<file path="config.mk">
export PLATFORM = sky130hd
export DESIGN_NAME = ws2812_driver
export DESIGN_NICKNAME = d
export VERILOG_FILES = /design/src/rtl/ws2812_pkg.sv /design/src/rtl/ws2812_fifo.sv /design/src/rtl/ws2812_driver.sv
export SDC_FILE = /design/constraint.sdc
export NUM_CORES = 1
export LEC_CHECK = 0
export CORE_ASPECT_RATIO = 0.6
export CORE_UTILIZATION = 58
export DETAILED_ROUTE_END_ITERATION = 7
export PLACE_DENSITY = 0.79
export SLEW_MARGIN = 20
export SYNTH_ARGS = -nofsm -noshare
export SYNTH_HDL_FRONTEND = slang
export SYNTH_SLANG_ARGS = --single-unit
</file>
<file path="constraint.sdc">
create_clock -name wb_clk_i -period 5.2 [get_ports wb_clk_i]
set_input_delay 0.78 -clock wb_clk_i [delete_from_list [all_inputs] [get_ports wb_clk_i]]
set_output_delay 0.78 -clock wb_clk_i [all_outputs]
set_load 0.02 [all_outputs]
</file>
<file path="src/rtl/ws2812_pkg.sv">
// Shared definitions for the WS2812 driver: register offsets, FSM encoding, timing defaults.
package ws2812_pkg;

  localparam logic [1:0] ADR_CTRL   = 2'd0;
  localparam logic [1:0] ADR_STATUS = 2'd1;
  localparam logic [1:0] ADR_DATA   = 2'd2;
  localparam logic [1:0] ADR_TIMING = 2'd3;

  localparam logic [2:0] S_IDLE  = 3'd0;
  localparam logic [2:0] S_LOAD  = 3'd1;
  localparam logic [2:0] S_HIGH  = 3'd2;
  localparam logic [2:0] S_LOW   = 3'd3;
  localparam logic [2:0] S_LATCH = 3'd4;

  localparam int DEF_T0H  = 16;
  localparam int DEF_T1H  = 32;
  localparam int DEF_TBIT = 50;
  localparam int DEF_TRST = 200;

  typedef struct packed {
    logic [7:0] trst;
    logic [7:0] tbit;
    logic [7:0] t1h;
    logic [7:0] t0h;
  } timing_t;

  function automatic logic [7:0] min1(input logic [7:0] v);
    return (v == 8'd0) ? 8'd1 : v;
  endfunction

  function automatic logic [7:0] hi_time(input timing_t t, input logic b);
    return min1(b ? t.t1h : t.t0h);
  endfunction

endpackage

</file>
<file path="src/rtl/ws2812_fifo.sv">
// Synchronous 24-bit pixel FIFO; registered pointers, combinational head read.
// A push while full is accepted only when a pop happens in the same cycle.
module ws2812_fifo #(
  parameter int DEPTH = 8,
  parameter int WIDTH = 24
) (
  input  logic             clk_i,
  input  logic             rst_i,
  input  logic             push_i,
  input  logic [WIDTH-1:0] dat_i,
  input  logic             pop_i,
  input  logic             flush_i,
  output logic [WIDTH-1:0] dat_o,
  output logic [4:0]       level_o,
  output logic             full_o,
  output logic             empty_o
);

  localparam int AW = (DEPTH > 1) ? $clog2(DEPTH) : 1;

  logic [WIDTH-1:0] mem_q [DEPTH];
  logic [AW-1:0]    wr_ptr_q, rd_ptr_q;
  logic [4:0]       cnt_q;
  logic             do_push, do_pop;

  assign full_o  = (cnt_q == 5'(DEPTH));
  assign empty_o = (cnt_q == 5'd0);
  assign do_pop  = pop_i & ~empty_o;
  assign do_push = push_i & (~full_o | do_pop);
  assign dat_o   = mem_q[rd_ptr_q];
  assign level_o = cnt_q;

  always_ff @(posedge clk_i) begin
    if (do_push) mem_q[wr_ptr_q] <= dat_i;
  end

  always_ff @(posedge clk_i or posedge rst_i) begin
    if (rst_i) begin
      wr_ptr_q <= '0;
      rd_ptr_q <= '0;
      cnt_q    <= '0;
    end else if (flush_i) begin
      wr_ptr_q <= '0;
      rd_ptr_q <= '0;
      cnt_q    <= '0;
    end else begin
      if (do_push) wr_ptr_q <= wr_ptr_q + AW'(1);
      if (do_pop)  rd_ptr_q <= rd_ptr_q + AW'(1);
      cnt_q <= cnt_q + {4'd0, do_push} - {4'd0, do_pop};
    end
  end

endmodule

</file>
<file path="src/rtl/ws2812_driver.sv">
// Wishbone-controlled WS2812 serialiser: pixels queue in a FIFO and stream MSB first, then a latch gap.
// Single-cycle registered ack; DATA writes into a full FIFO are dropped and flagged as OVF.
module ws2812_driver
  import ws2812_pkg::*;
#(
  parameter int FIFO_DEPTH = 8,
  parameter int T0H_DEF    = DEF_T0H,
  parameter int T1H_DEF    = DEF_T1H,
  parameter int TBIT_DEF   = DEF_TBIT,
  parameter int TRST_DEF   = DEF_TRST
) (
  input  logic        wb_clk_i,
  input  logic        wb_rst_i,
  input  logic        wbs_cyc_i,
  input  logic        wbs_stb_i,
  input  logic        wbs_we_i,
  input  logic [3:0]  wbs_sel_i,
  input  logic [31:0] wbs_adr_i,
  input  logic [31:0] wbs_dat_i,
  output logic [31:0] wbs_dat_o,
  output logic        wbs_ack_o,
  output logic        led_o,
  output logic        irq_o
);

  logic        ack_q;
  logic [31:0] dat_q;
  logic        en_q, ovf_q;
  timing_t     tim_q;

  logic [2:0]  state_q, state_d;
  logic [23:0] shift_q, shift_d;
  logic [4:0]  bit_q, bit_d;
  logic [7:0]  cnt_q, cnt_d, hi_q, hi_d, tbit_q, tbit_d;
  logic [11:0] lat_q, lat_d;

  logic        req, wr, rd;
  logic        wr_ctrl, wr_status, wr_data, wr_timing;
  logic        f_push, f_pop, f_flush, f_full, f_empty;
  logic [23:0] f_dat;
  logic [4:0]  f_level;
  logic [31:0] rdata;
  logic        busy, cont, short_low, per_done, near_done;
  logic [8:0]  cnt_nx;
  logic        unused_bits;

  assign unused_bits = ^{wbs_sel_i, wbs_adr_i[31:4], wbs_adr_i[1:0]};

  assign req       = wbs_cyc_i & wbs_stb_i & ~ack_q;
  assign wr        = req & wbs_we_i;
  assign rd        = req & ~wbs_we_i;
  assign wr_ctrl   = wr && (wbs_adr_i[3:2] == ADR_CTRL);
  assign wr_status = wr && (wbs_adr_i[3:2] == ADR_STATUS);
  assign wr_data   = wr && (wbs_adr_i[3:2] == ADR_DATA);
  assign wr_timing = wr && (wbs_adr_i[3:2] == ADR_TIMING);

  assign f_push  = wr_data;
  assign f_pop   = (state_q == S_LOAD);
  assign f_flush = wr_ctrl & wbs_dat_i[1];

  ws2812_fifo #(.DEPTH(FIFO_DEPTH), .WIDTH(24)) u_fifo (
    .clk_i   (wb_clk_i),
    .rst_i   (wb_rst_i),
    .push_i  (f_push),
    .dat_i   (wbs_dat_i[23:0]),
    .pop_i   (f_pop),
    .flush_i (f_flush),
    .dat_o   (f_dat),
    .level_o (f_level),
    .full_o  (f_full),
    .empty_o (f_empty)
  );

  assign busy = (state_q != S_IDLE);

  always_comb begin
    rdata = 32'd0;
    case (wbs_adr_i[3:2])
      ADR_CTRL:   rdata = {31'd0, en_q};
      ADR_STATUS: rdata = {23'd0, ovf_q, f_empty, f_full, busy, f_level};
      ADR_TIMING: rdata = tim_q;
      default:    rdata = 32'd0;
    endcase
  end

  always_ff @(posedge wb_clk_i or posedge wb_rst_i) begin
    if (wb_rst_i) begin
      ack_q <= 1'b0;
      dat_q <= 32'd0;
      en_q  <= 1'b0;
      ovf_q <= 1'b0;
      tim_q <= '{trst: 8'(TRST_DEF), tbit: 8'(TBIT_DEF), t1h: 8'(T1H_DEF), t0h: 8'(T0H_DEF)};
    end else begin
      ack_q <= req;
      dat_q <= rd ? rdata : 32'd0;
      if (wr_ctrl) en_q <= wbs_dat_i[0];
      if (wr_data && f_full && !f_pop) ovf_q <= 1'b1;
      else if (wr_status && wbs_dat_i[8]) ovf_q <= 1'b0;
      if (wr_timing) tim_q <= wbs_dat_i;
    end
  end

  // cnt_q counts clocks of the current bit period, starting at 1 on its first HIGH clock.
  // When TBIT does not exceed the high time, LOW is a single clock regardless of the count.
  assign cont      = en_q & ~f_empty;
  assign cnt_nx    = {1'b0, cnt_q} + 9'd1;
  assign short_low = (tbit_q <= hi_q);
  assign per_done  = (cnt_q >= tbit_q) | short_low;
  assign near_done = (cnt_nx >= {1'b0, tbit_q}) | short_low;

  always_comb begin
    state_d = state_q;
    shift_d = shift_q;
    bit_d   = bit_q;
    cnt_d   = cnt_q;
    hi_d    = hi_q;
    tbit_d  = tbit_q;
    lat_d   = lat_q;
    case (state_q)
      S_IDLE: begin
        if (cont) state_d = S_LOAD;
      end
      S_LOAD: begin
        shift_d = f_dat;
        bit_d   = 5'd23;
        cnt_d   = 8'd1;
        hi_d    = hi_time(tim_q, f_dat[23]);
        tbit_d  = tim_q.tbit;
        state_d = S_HIGH;
      end
      S_HIGH: begin
        cnt_d = cnt_q + 8'd1;
        if (cnt_q == hi_q) state_d = S_LOW;
      end
      S_LOW: begin
        cnt_d = cnt_q + 8'd1;
        if (bit_q != 5'd0) begin
          if (per_done) begin
            shift_d = shift_q << 1;
            bit_d   = bit_q - 5'd1;
            cnt_d   = 8'd1;
            hi_d    = hi_time(tim_q, shift_q[22]);
            tbit_d  = tim_q.tbit;
            state_d = S_HIGH;
          end
        // LOAD takes the last low clock of bit 0 so back-to-back pixels have no gap.
        end else if (cont && near_done) begin
          state_d = S_LOAD;
        end else if (per_done) begin
          lat_d   = {min1(tim_q.trst), 4'd0} - 12'd1;
          state_d = S_LATCH;
        end
      end
      S_LATCH: begin
        lat_d = lat_q - 12'd1;
        if (lat_q == 12'd0) state_d = S_IDLE;
      end
      default: state_d = S_IDLE;
    endcase
  end

  always_ff @(posedge wb_clk_i or posedge wb_rst_i) begin
    if (wb_rst_i) begin
      state_q <= S_IDLE;
      shift_q <= '0;
      bit_q   <= '0;
      cnt_q   <= '0;
      hi_q    <= 8'd1;
      tbit_q  <= '0;
      lat_q   <= '0;
    end else begin
      state_q <= state_d;
      shift_q <= shift_d;
      bit_q   <= bit_d;
      cnt_q   <= cnt_d;
      hi_q    <= hi_d;
      tbit_q  <= tbit_d;
      lat_q   <= lat_d;
    end
  end

  assign wbs_ack_o = ack_q;
  assign wbs_dat_o = dat_q;
  assign led_o     = (state_q == S_HIGH);
  assign irq_o     = (state_q == S_LATCH) && (lat_q == 12'd0);

endmodule

</file>
* After elaboration in Yosys (flattened, before gate mapping)
Memory sizes are Yosys's and may differ from the RTL's.
Cells that the tools add are included.
W data, S select, Z words.
** Cells by class
- Order comparisons :: 3
- $add $sub $neg :: 9
- Reduce and logical (&&, ||, !) cells :: 28
- Equal/unequal tests :: 18
- Bitwise logic cells :: 15
- Muxes and demuxes :: 43
** Operators with widths (number)
- $pmux W32 S3 :: 1
- $mux W8 :: 11
- $mux W23 :: 2
- $pmux W23 S2 :: 1
- $mux W12 :: 3
- $mux W3 :: 11
- $mux W32 :: 1
- $pmux W8 S2 :: 2
- $logic_not A8 Y1 :: 3
- $pmux W12 S2 :: 1
- $pmux W8 S3 :: 1
- $sub A12 B1 Y12 const B :: 2
- $mux W5 :: 3
- $pmux W3 S5 :: 1
- $logic_not A12 Y1 :: 1
- $ne A2 B2 Y1 const B :: 6
- $pmux W5 S2 :: 1
- $reduce_bool A2 Y1 :: 5
- $add A8 B1 Y9 const B :: 1
- $ge A9 B8 Y1 :: 1
- $logic_and A1 B1 Y1 :: 9
- $add A8 B1 Y8 const B :: 1
- $and A1 B1 Y1 :: 8
- $eq A8 B8 Y1 :: 1
- 26 further kinds :: 39
** Word-level totals
- Logic and storage cells :: 135
- Input bits :: 73
- RAM bits :: 192
- Memories kept :: 1
- Output and inout bits :: 35
- Register bits :: 145
** Memory list
- u_fifo.mem_q :: words 8, bits a word 24, read ports 1, clocked after memory_dff 0, write ports 1, line ws2812_fifo.sv:21 : logic [WIDTH-1:0] mem_q [DEPTH];

* Depth between registers and ports, before layout
Gate-level depths: netlist of run 1.
- Word-level depth :: 8
- Depth in mapped cells :: 13
- Mapped depth without buffers :: 12

* Hierarchy
A second synthesis of run 1 with hierarchy kept.
** Unflattened totals
- Cells, all modules :: 999
- Area, all modules :: 14925.6 µm²
** Modules (own cells, without submodules)
- ws2812_fifo :: instances 1, area each 8021.4 µm², cells each 375, seq. area each 6040.8 µm²
- ws2812_driver :: instances 1, area each 6904.1 µm², cells each 624, seq. area each 3364.5 µm²

* Worst setup path before layout of run 1
OpenSTA, ideal clock, no wires.
- Path kind :: input to register
- Start :: input wbs_stb_i
- End :: memory u_fifo.mem_q[0][0] (enable)
- Data required time :: 4765 ps
- Path slack :: 1416 ps
- Library setup time :: 435 ps
- Data arrival time :: 3349 ps
- Stages :: 8
- Buffers on the path :: 1
- Cell sequence :: and3b_1 -> clkbuf_1 -> nand2_1 -> nor2_1 -> o211ai_1 -> inv_1 -> nand2b_1 -> nor3_1
** On the way
- Cells in the longest elaborated chain, start to end :: 7
** Ends and longest elaborated chain
- from (decl) :: line ws2812_driver.sv:15 : input logic wbs_stb_i,
- $and A1 B1 Y1 (2 in series) :: line ws2812_driver.sv:49 : assign req = wbs_cyc_i & wbs_stb_i & ~ack_q;
- named net req :: line ws2812_driver.sv:37 : logic req, wr, rd;
- $and A1 B1 Y1 :: line ws2812_driver.sv:50 : assign wr = req & wbs_we_i;
- $logic_and A1 B1 Y1 :: line ws2812_driver.sv:54 : assign wr_data = wr && (wbs_adr_i[3:2] == ADR_DATA);
- $and A1 B1 Y1 :: line ws2812_fifo.sv:29 : assign do_push = push_i & (~full_o | do_pop);
- $mux W1 :: line ws2812_fifo.sv:34 : if (do_push) mem_q[wr_ptr_q] <= dat_i;
- $mux W1 (not written as such) :: line ws2812_fifo.sv:34
- to (decl) :: line ws2812_fifo.sv:21
The timed path passes the listed nets, and every way through them passes these cells.

* Worst setup path in the final report of run 1
- Start :: register state_q[2]
- End :: output irq_o
** On the way
- Cells in the longest elaborated chain, start to end :: 2
** Ends and longest elaborated chain
- from (decl) :: line ws2812_driver.sv:31 : logic [2:0] state_q, state_d;
- from (signal assigned) :: line ws2812_driver.sv:172 : state_q <= state_d;
- $eq A3 B3 Y1 :: line ws2812_driver.sv:185 : assign irq_o = (state_q == S_LATCH) && (lat_q == 12'd0);
- $logic_and A1 B1 Y1 :: line ws2812_driver.sv:185
- to (decl) :: line ws2812_driver.sv:23 : output logic irq_o
Every way passes these cells.

==> metrics.txt, run 1 <==
post-synth top area share 40.0%; total wire length 30300 um; cell taking the most area after synthesis edfxtp_1; CP Capture Type primary output; xor/xnor share of the synthesized area 1.64%; core area 24300 um^2; # resized after CTS 0; EDFF count, synth 192; worst reg2reg path endpoint shift_q[16]$_DFFE_PP0P_; sequential element share of the synthesized area 65.3%; Reg2Reg Depth 9; PortBufs 73; Placed Cells 1358; Post-CTS Hold Fix Bufs 0; most frequent cell after synthesis edfxtp_1; Power Dens Cells 493 nW/um^2; Mapped Nets 1101; Cell Area, Synth 14400 um^2; worst hold path class reg -> reg; Pins Over Slew Limit 0; chip height 124 um; post-synth cell types 60; FFs w/ async S/R, synth 43.0%; Synth Area in Compound Gates 5.38%; post-CTS setup buffer count 0; Post-Synth Simple-Gate Area 8.42%; Worst Path Arrival 3.12 ns; Fill cells 1674; average size of a mapped cell 14.6 um^2; fin crit share 75.0%; initial antenna violation count 0; hpwl dp 19600 um; wire per inst 21.5 um; register area 9410 um^2; initial core utilization 59.3%; top post-synthesis cells by area edfxtp_1 40%, dfrtp_1 24%, mux4_2 7.5%, ha_1 3.2%, mux2_2 3.2%; post-synthesis mux area share 13.6%; Buf/Inv on CP 2; TritonCTS clock tree done; P_leak 6.47 nW; Slowest-stage cell, CP clkdlybuf4s50_1; Worst-Skew Late Latency 0.56 ns; worst reg2reg path startpoint cnt_q[0]$_DFFE_PP0P_; grt total ovfl 0; most used cell along the critical path nor2_1; dpl ws 1.56 ns; # rows 44; setup ws final 1.30 ns; vias 8410; crit path to irq_o; synthesized-area fraction occupied by adder cells 3.35%; area of the multi-input gates 4690 um^2; worst vdd ir 0.263 mV; DR iter-0 viols 708; die area 25500 um^2; startpoint types flip-flop; CTS clk-pin slew, worst paths 0.07 ns; CTS Buffer Depth 3; Final Hold Vio Count 0; die width 205 um; mean number of vias per cell 5.96; nets 1178; CP Class reg -> out; DRT Pass-1 Iters 5; Worst-Margin Slew 0.845 ns; largest net degree at the start of global routing 80; synthesis-stage register bit count 337; CTS Buf Count 29; first-pass GRT wire length 47900 um; vias in the first global route 8547; fraction of layout cells with a size suffix above 1 16.5%; htree depth 1; final cell count without fillers 1412; status finished clean; Remaining DRCs 0; GRT Overall Usage 25.2%; Synth Warn # 0; main combinational cell family by area after synthesis multiplexers; prevailing post-synth register cell edfxtp_1; Critical Path RT 4.42 ns; endpoints failing setup 0; CTS Sinks 337; area growth from synthesis to layout 14.2%; RSZ-0062 raised after global routing false; remaining antenna violation count 0; Max-Slew Margin vs Limit 43.7%; Worst setup startpoint state_q[2]$_DFFE_PP0P_; Synth top cells by count 192 x edfxtp_1, 136 x dfrtp_1, 76 x nor2_1, 66 x nand2_1, 48 x mux4_2; maxcap violations 0; number of I/O pins 108; GP Congestion 0.854; critical path peak fanout 11; CP Depth 8; TNS Setup 0 ns; Clock Skew 0.0175 ns; top cell family by delay on the critical path simple AND/OR/NAND/NOR gates; min cycle time layout 3.90 ns; slowest stage delay, CP 0.64 ns; Worst R2R Setup Slack 1.62 ns; worst path cell trace nor3b_1 > buf_4 > nand3b_1 > nand2b_1 > nor2_1 > nand2_1 > nor2_1 > clkdlybuf4s50_1; clock root buffer clkbuf_16; Synth Instances 990; ANT cells 0; fmax 257 MHz
through the flow:
step                      hold slack (ns)  instance area (um^2)  util (%)  power, mW
after floorplan                     0.441                 14400         -       5.39
after global placement              0.451                 15500      64.0       5.88
after detailed placement            0.471                 15500      64.0       6.01
after CTS                           0.487                 16500      67.8       8.15
after global routing                0.505                 16500      67.8       8.59
final                               0.484                 16500      67.8       8.11
power breakdown:
group          total [mW]  leakage (nW)  internal [mW]  switching, mW
registers            3.59          3.58           3.17          0.423
logic                2.39          2.45           1.14           1.26
clock network        2.13         0.447           1.19          0.934
total                8.11          6.47           5.50           2.62
worst reg2reg max path, stage by stage, from the launching register on:
cell	delay [ns]
dfrtp_1	0.53
inv_1	0.08
ha_1	0.32
nand2b_4	0.14
a2111o_1	0.43
a21oi_1	0.13
a21bo_1	0.36
a31oi_4	0.69
buf_4	0.54
o21ai_0	0.22
how the worst min path moves through the flow:
stage	startpoint	endpoint	slack [ns]	cells past startpoint
finish	shift_q[10]$_DFFE_PP0P_	shift_q[10]$_DFFE_PP0P_	0.48	2
global route	bit_q[4]$_DFFE_PP0P_	bit_q[4]$_DFFE_PP0P_	0.50	1
CTS	bit_q[3]$_DFFE_PP0P_	bit_q[3]$_DFFE_PP0P_	0.49	1
detailed placement	shift_q[14]$_DFFE_PP0P_	shift_q[14]$_DFFE_PP0P_	0.47	2
global placement	bit_q[4]$_DFFE_PP0P_	bit_q[4]$_DFFE_PP0P_	0.45	1
floorplan	bit_q[4]$_DFFE_PP0P_	bit_q[4]$_DFFE_PP0P_	0.44	1
cell families after synthesis:
group	after synthesis
muxes	130
adders and majority gates	38
and+or+nand+nor	251
AOI/OAI and AO/OA	125
xor gates and xnor gates	27
DFF	337
buffers and inverters	82
state kept, by name, indices dropped and copies added, names as in the netlist:
signal / count
u_fifo.level_o: 5
state_q: 3
en_q: 1
ovf_q: 1
tbit_q: 8
tim_q: 32
lat_q: 12
wbs_dat_o: 32
cnt_q: 8
u_fifo.wr_ptr_q: 3
u_fifo.rd_ptr_q: 3
bit_q: 5
shift_q: 23
u_fifo.mem_q: 192
hi_q: 8
wbs_ack_o: 1
final cells by class:
| type | instances | share of cell area, % |
|---|---|---|
| timing repair buffer | 93 | 5.43 |
| inverter | 35 | 0.829 |
| tap | 322 | 2.45 |
| clock inverter | 8 | 0.570 |
| multi-input combinational | 571 | 28.5 |
| clock buffer | 46 | 5.04 |
| sequential | 337 | 57.2 |
metal layers:
metal | vias to the layer above | global-route usage (%) | part of all wire (%)
met5 | - | 0 | 0
met4 | 0 | 4.31 | 1.3
met3 | 33 | 5.89 | 6.9
met2 | 265 | 37.5 | 44
met1 | 4300 | 38.5 | 48
li1 | 3812 | - | -
cell usage in the layout, fill, tap and decap left out, types with 40 or more instances in the layout:
master / instances
a21oi_1: 43
clkdlybuf4s50_1: 73
dfrtp_1: 134
edfxtp_1: 192
mux2_2: 41
mux2i_1: 41
mux4_2: 48
nand2_1: 66
nor2_1: 70
o21ai_0: 40
Note: power is estimated with default switching activity, not from simulation.
==> inputs of run 2 (changes only) <==
- CORE_UTILIZATION: 58 -> 53
- PLACE_DENSITY: 0.79 -> 0.76
- clock period: 5.2 -> 3.4 ns (I/O delays scaled with it)
==> run 2 against run 1 <==
Effect of this change:
- clock skew is 0.0088 ns higher
- non-clock buffer count increased by 9
- register-to-register slack lost 1.3 ns
- sequential share of layout area decreased by 1.2 points
- critical path type unchanged
- largest power group unchanged
==> metrics.txt, run 2 (same netlist as run 1, synthesis figures left out) <==
hpwl dp 19600 um (+0.16%); GP Congestion 0.847 (-0.78%); remaining antenna violation count 0 (unchanged); top cell family by delay on the critical path simple AND/OR/NAND/NOR gates; grt total ovfl 0 (unchanged); final instance area 16800 um^2 (+2.1%); wire per inst 20.6 um (-4.2%); vias in the first global route 8267 (-3.3%); GRT Overall Usage 22.3% (-2.9 points); Post-CTS Hold Fix Bufs 0 (unchanged); initial core utilization 54.3% (-5.0 points); nets 1188 (+0.85%); initial antenna violation count 2 (+2); Internal 8.69 mW (+58%); CTS Sinks 337 (unchanged); clock root buffer clkbuf_16; GR peak layer met1; CP Class reg -> out; Clock power frac 27.7% (+1.5 points); PortBufs 73 (unchanged); Clock Skew 0.0262 ns (+0.00879 ns); worst hold path class in -> async; placed cell area 15800 um^2 (+1.5%); Placed Cells 1405 (+3.5%); Power Dens Cells 757 nW/um^2 (+53%); Buf/Inv on CP 1 (-1); core area 26500 um^2 (+9.3%); # rows 46 (+4.5%); status finished clean; post-CTS setup buffer count 0 (unchanged); first-pass GRT wire length 47300 um (-1.2%); P_leak 6.61 nW (+2.1%); min cycle time layout 3.21 ns; CTS clk-pin slew, worst paths 0.06 ns (about the same); Max-Slew Margin vs Limit 52.8% (+9.1 points); die width 215 um (+4.6%); met2 Use GR 31.0% (-6.4 points); Logic pwr share 29.0% (-0.5 points); final cell count without fillers 1462 (+3.5%); CP Capture Type primary output; TritonCTS clock tree done; CTS Buffer Depth 3 (unchanged); Pins Over Slew Limit 0 (unchanged); worst vdd ir 0.431 mV (+64%); DR iter-0 viols 667 (-5.8%); CTS Buf Count 30 (+3.4%); Worst-Skew Late Latency 0.57 ns (about the same); Reg with most FFs u_fifo.mem_q; max reg flops 192 (unchanged); fmax 311 MHz; Worst Path Arrival 2.70 ns (-0.42 ns); slowest stage delay, CP 0.47 ns (-0.17 ns); # resized after CTS 1 (+1); maxcap violations 0 (unchanged); Worst-Margin Slew 0.708 ns (-0.136 ns); fin crit share 94.5%; startpoint types flip-flop; htree depth 1 (unchanged); number of I/O pins 108 (unchanged); DRT Pass-1 Iters 4 (-1); Slowest-stage cell, CP dfrtp_1; most frequent cells in the layout 192 x edfxtp_1, 134 x dfrtp_1, 72 x clkdlybuf4s50_1; RSZ-0062 raised after global routing false; Final Hold Vio Count 0 (unchanged); total wire length 30100 um (-0.86%); net load switching power 4.02 mW (+54%); worst path cell trace nor3b_1 > nand3b_1 > nand2b_1 > nor2_2 > nand2_1 > nor2_1 > dlygate4sd2_1; Fill cells 1941 (+16%); mean number of vias per cell 5.77 (-3.2%); met3 usage 5.29% (-0.60 points); critical path peak fanout 9 (-2); Seq pwr share 43.3% (-1.0 points); vias 8432 (+0.26%); commonest non-fill, non-tap cell in the layout edfxtp_1; GR Layer Usage met1 35.6% (-2.9 points); die area 27900 um^2 (+9.3%); endpoints failing setup 0 (unchanged); largest net degree at the start of global routing 66 (-18%); Power, Total 12.7 mW (+57%); Remaining DRCs 0 (unchanged); area growth from synthesis to layout 16.6%; TNS Setup 0 ns (unchanged); chip height 130 um (+4.5%); Sw Ratio 31.6% (-0.61 points); fraction of layout cells with a size suffix above 1 18.3% (+1.7 points); Critical Path RT 2.89 ns (-1.53 ns)
## run 2: layout make-up
cell class	count	area, um^2	area share [%]
clock inverter	7	88.8	0.529
tap	360	450	2.68
multi-input combinational	571	4700	28.0
inverter	35	135	0.804
antenna	1	2.50	0.0149
clock buffer	49	951	5.66
sequential	337	9410	56.0
timing repair buffer	102	1060	6.31
## run 2: metal layers
| layer | wire length (um) | part of all wire (%) |
|---|---|---|
| met1 | 15000 | 50 |
| met2 | 12500 | 42 |
| met3 | 2210 | 7.3 |
| met4 | 374 | 1.2 |
| met5 | 9 | 0.030 |
## run 2: through the flow
step	hold WS, ns	utilization (%)	setup slack, ns
3_5_place_dp	0.466	59.4	0.282
5_1_grt	0.426	63.3	0.0477
3_3_place_gp	0.451	59.4	0.368
6_report	0.381	63.3	0.187
2_1_floorplan	0.441	-	0.458
4_1_cts	0.383	63.3	0.126
## run 2: final timing paths
kind	slack [ns]	from	endpoint	cells past startpoint
setup reg to reg	0.34	cnt_q[0]$_DFFE_PP0P_	tbit_q[4]$_DFFE_PP0P_	9
min in group wb_clk_i	0.48	shift_q[4]$_DFFE_PP0P_	shift_q[4]$_DFFE_PP0P_	2
hold reg to reg	0.48	shift_q[4]$_DFFE_PP0P_	shift_q[4]$_DFFE_PP0P_	2
setup / recovery	0.19	state_q[0]$_DFFE_PP0P_	irq_o	7
hold / removal	0.38	wb_rst_i	wbs_dat_o[27]$_DFF_PP0_	2
max in group asynchronous	2.15	wb_rst_i	shift_q[11]$_DFFE_PP0P_	4
## run 2: power by group through the flow
stage                     registers (mW)  clock network, mW  logic, mW
after global placement              5.54                  0       3.54
final                               5.50               3.53       3.69
after detailed placement            5.57                  0       3.67
after global routing                5.57               3.75       4.12
after floorplan                     5.22                  0       3.03
after CTS                           5.49               3.58       3.70
==> inputs of run 3 (changes only) <==
- CORE_MARGIN: unset -> 1
==> results of run 3 <==
Same layout as run 2: the final DEF is identical, and so are final timing and power.
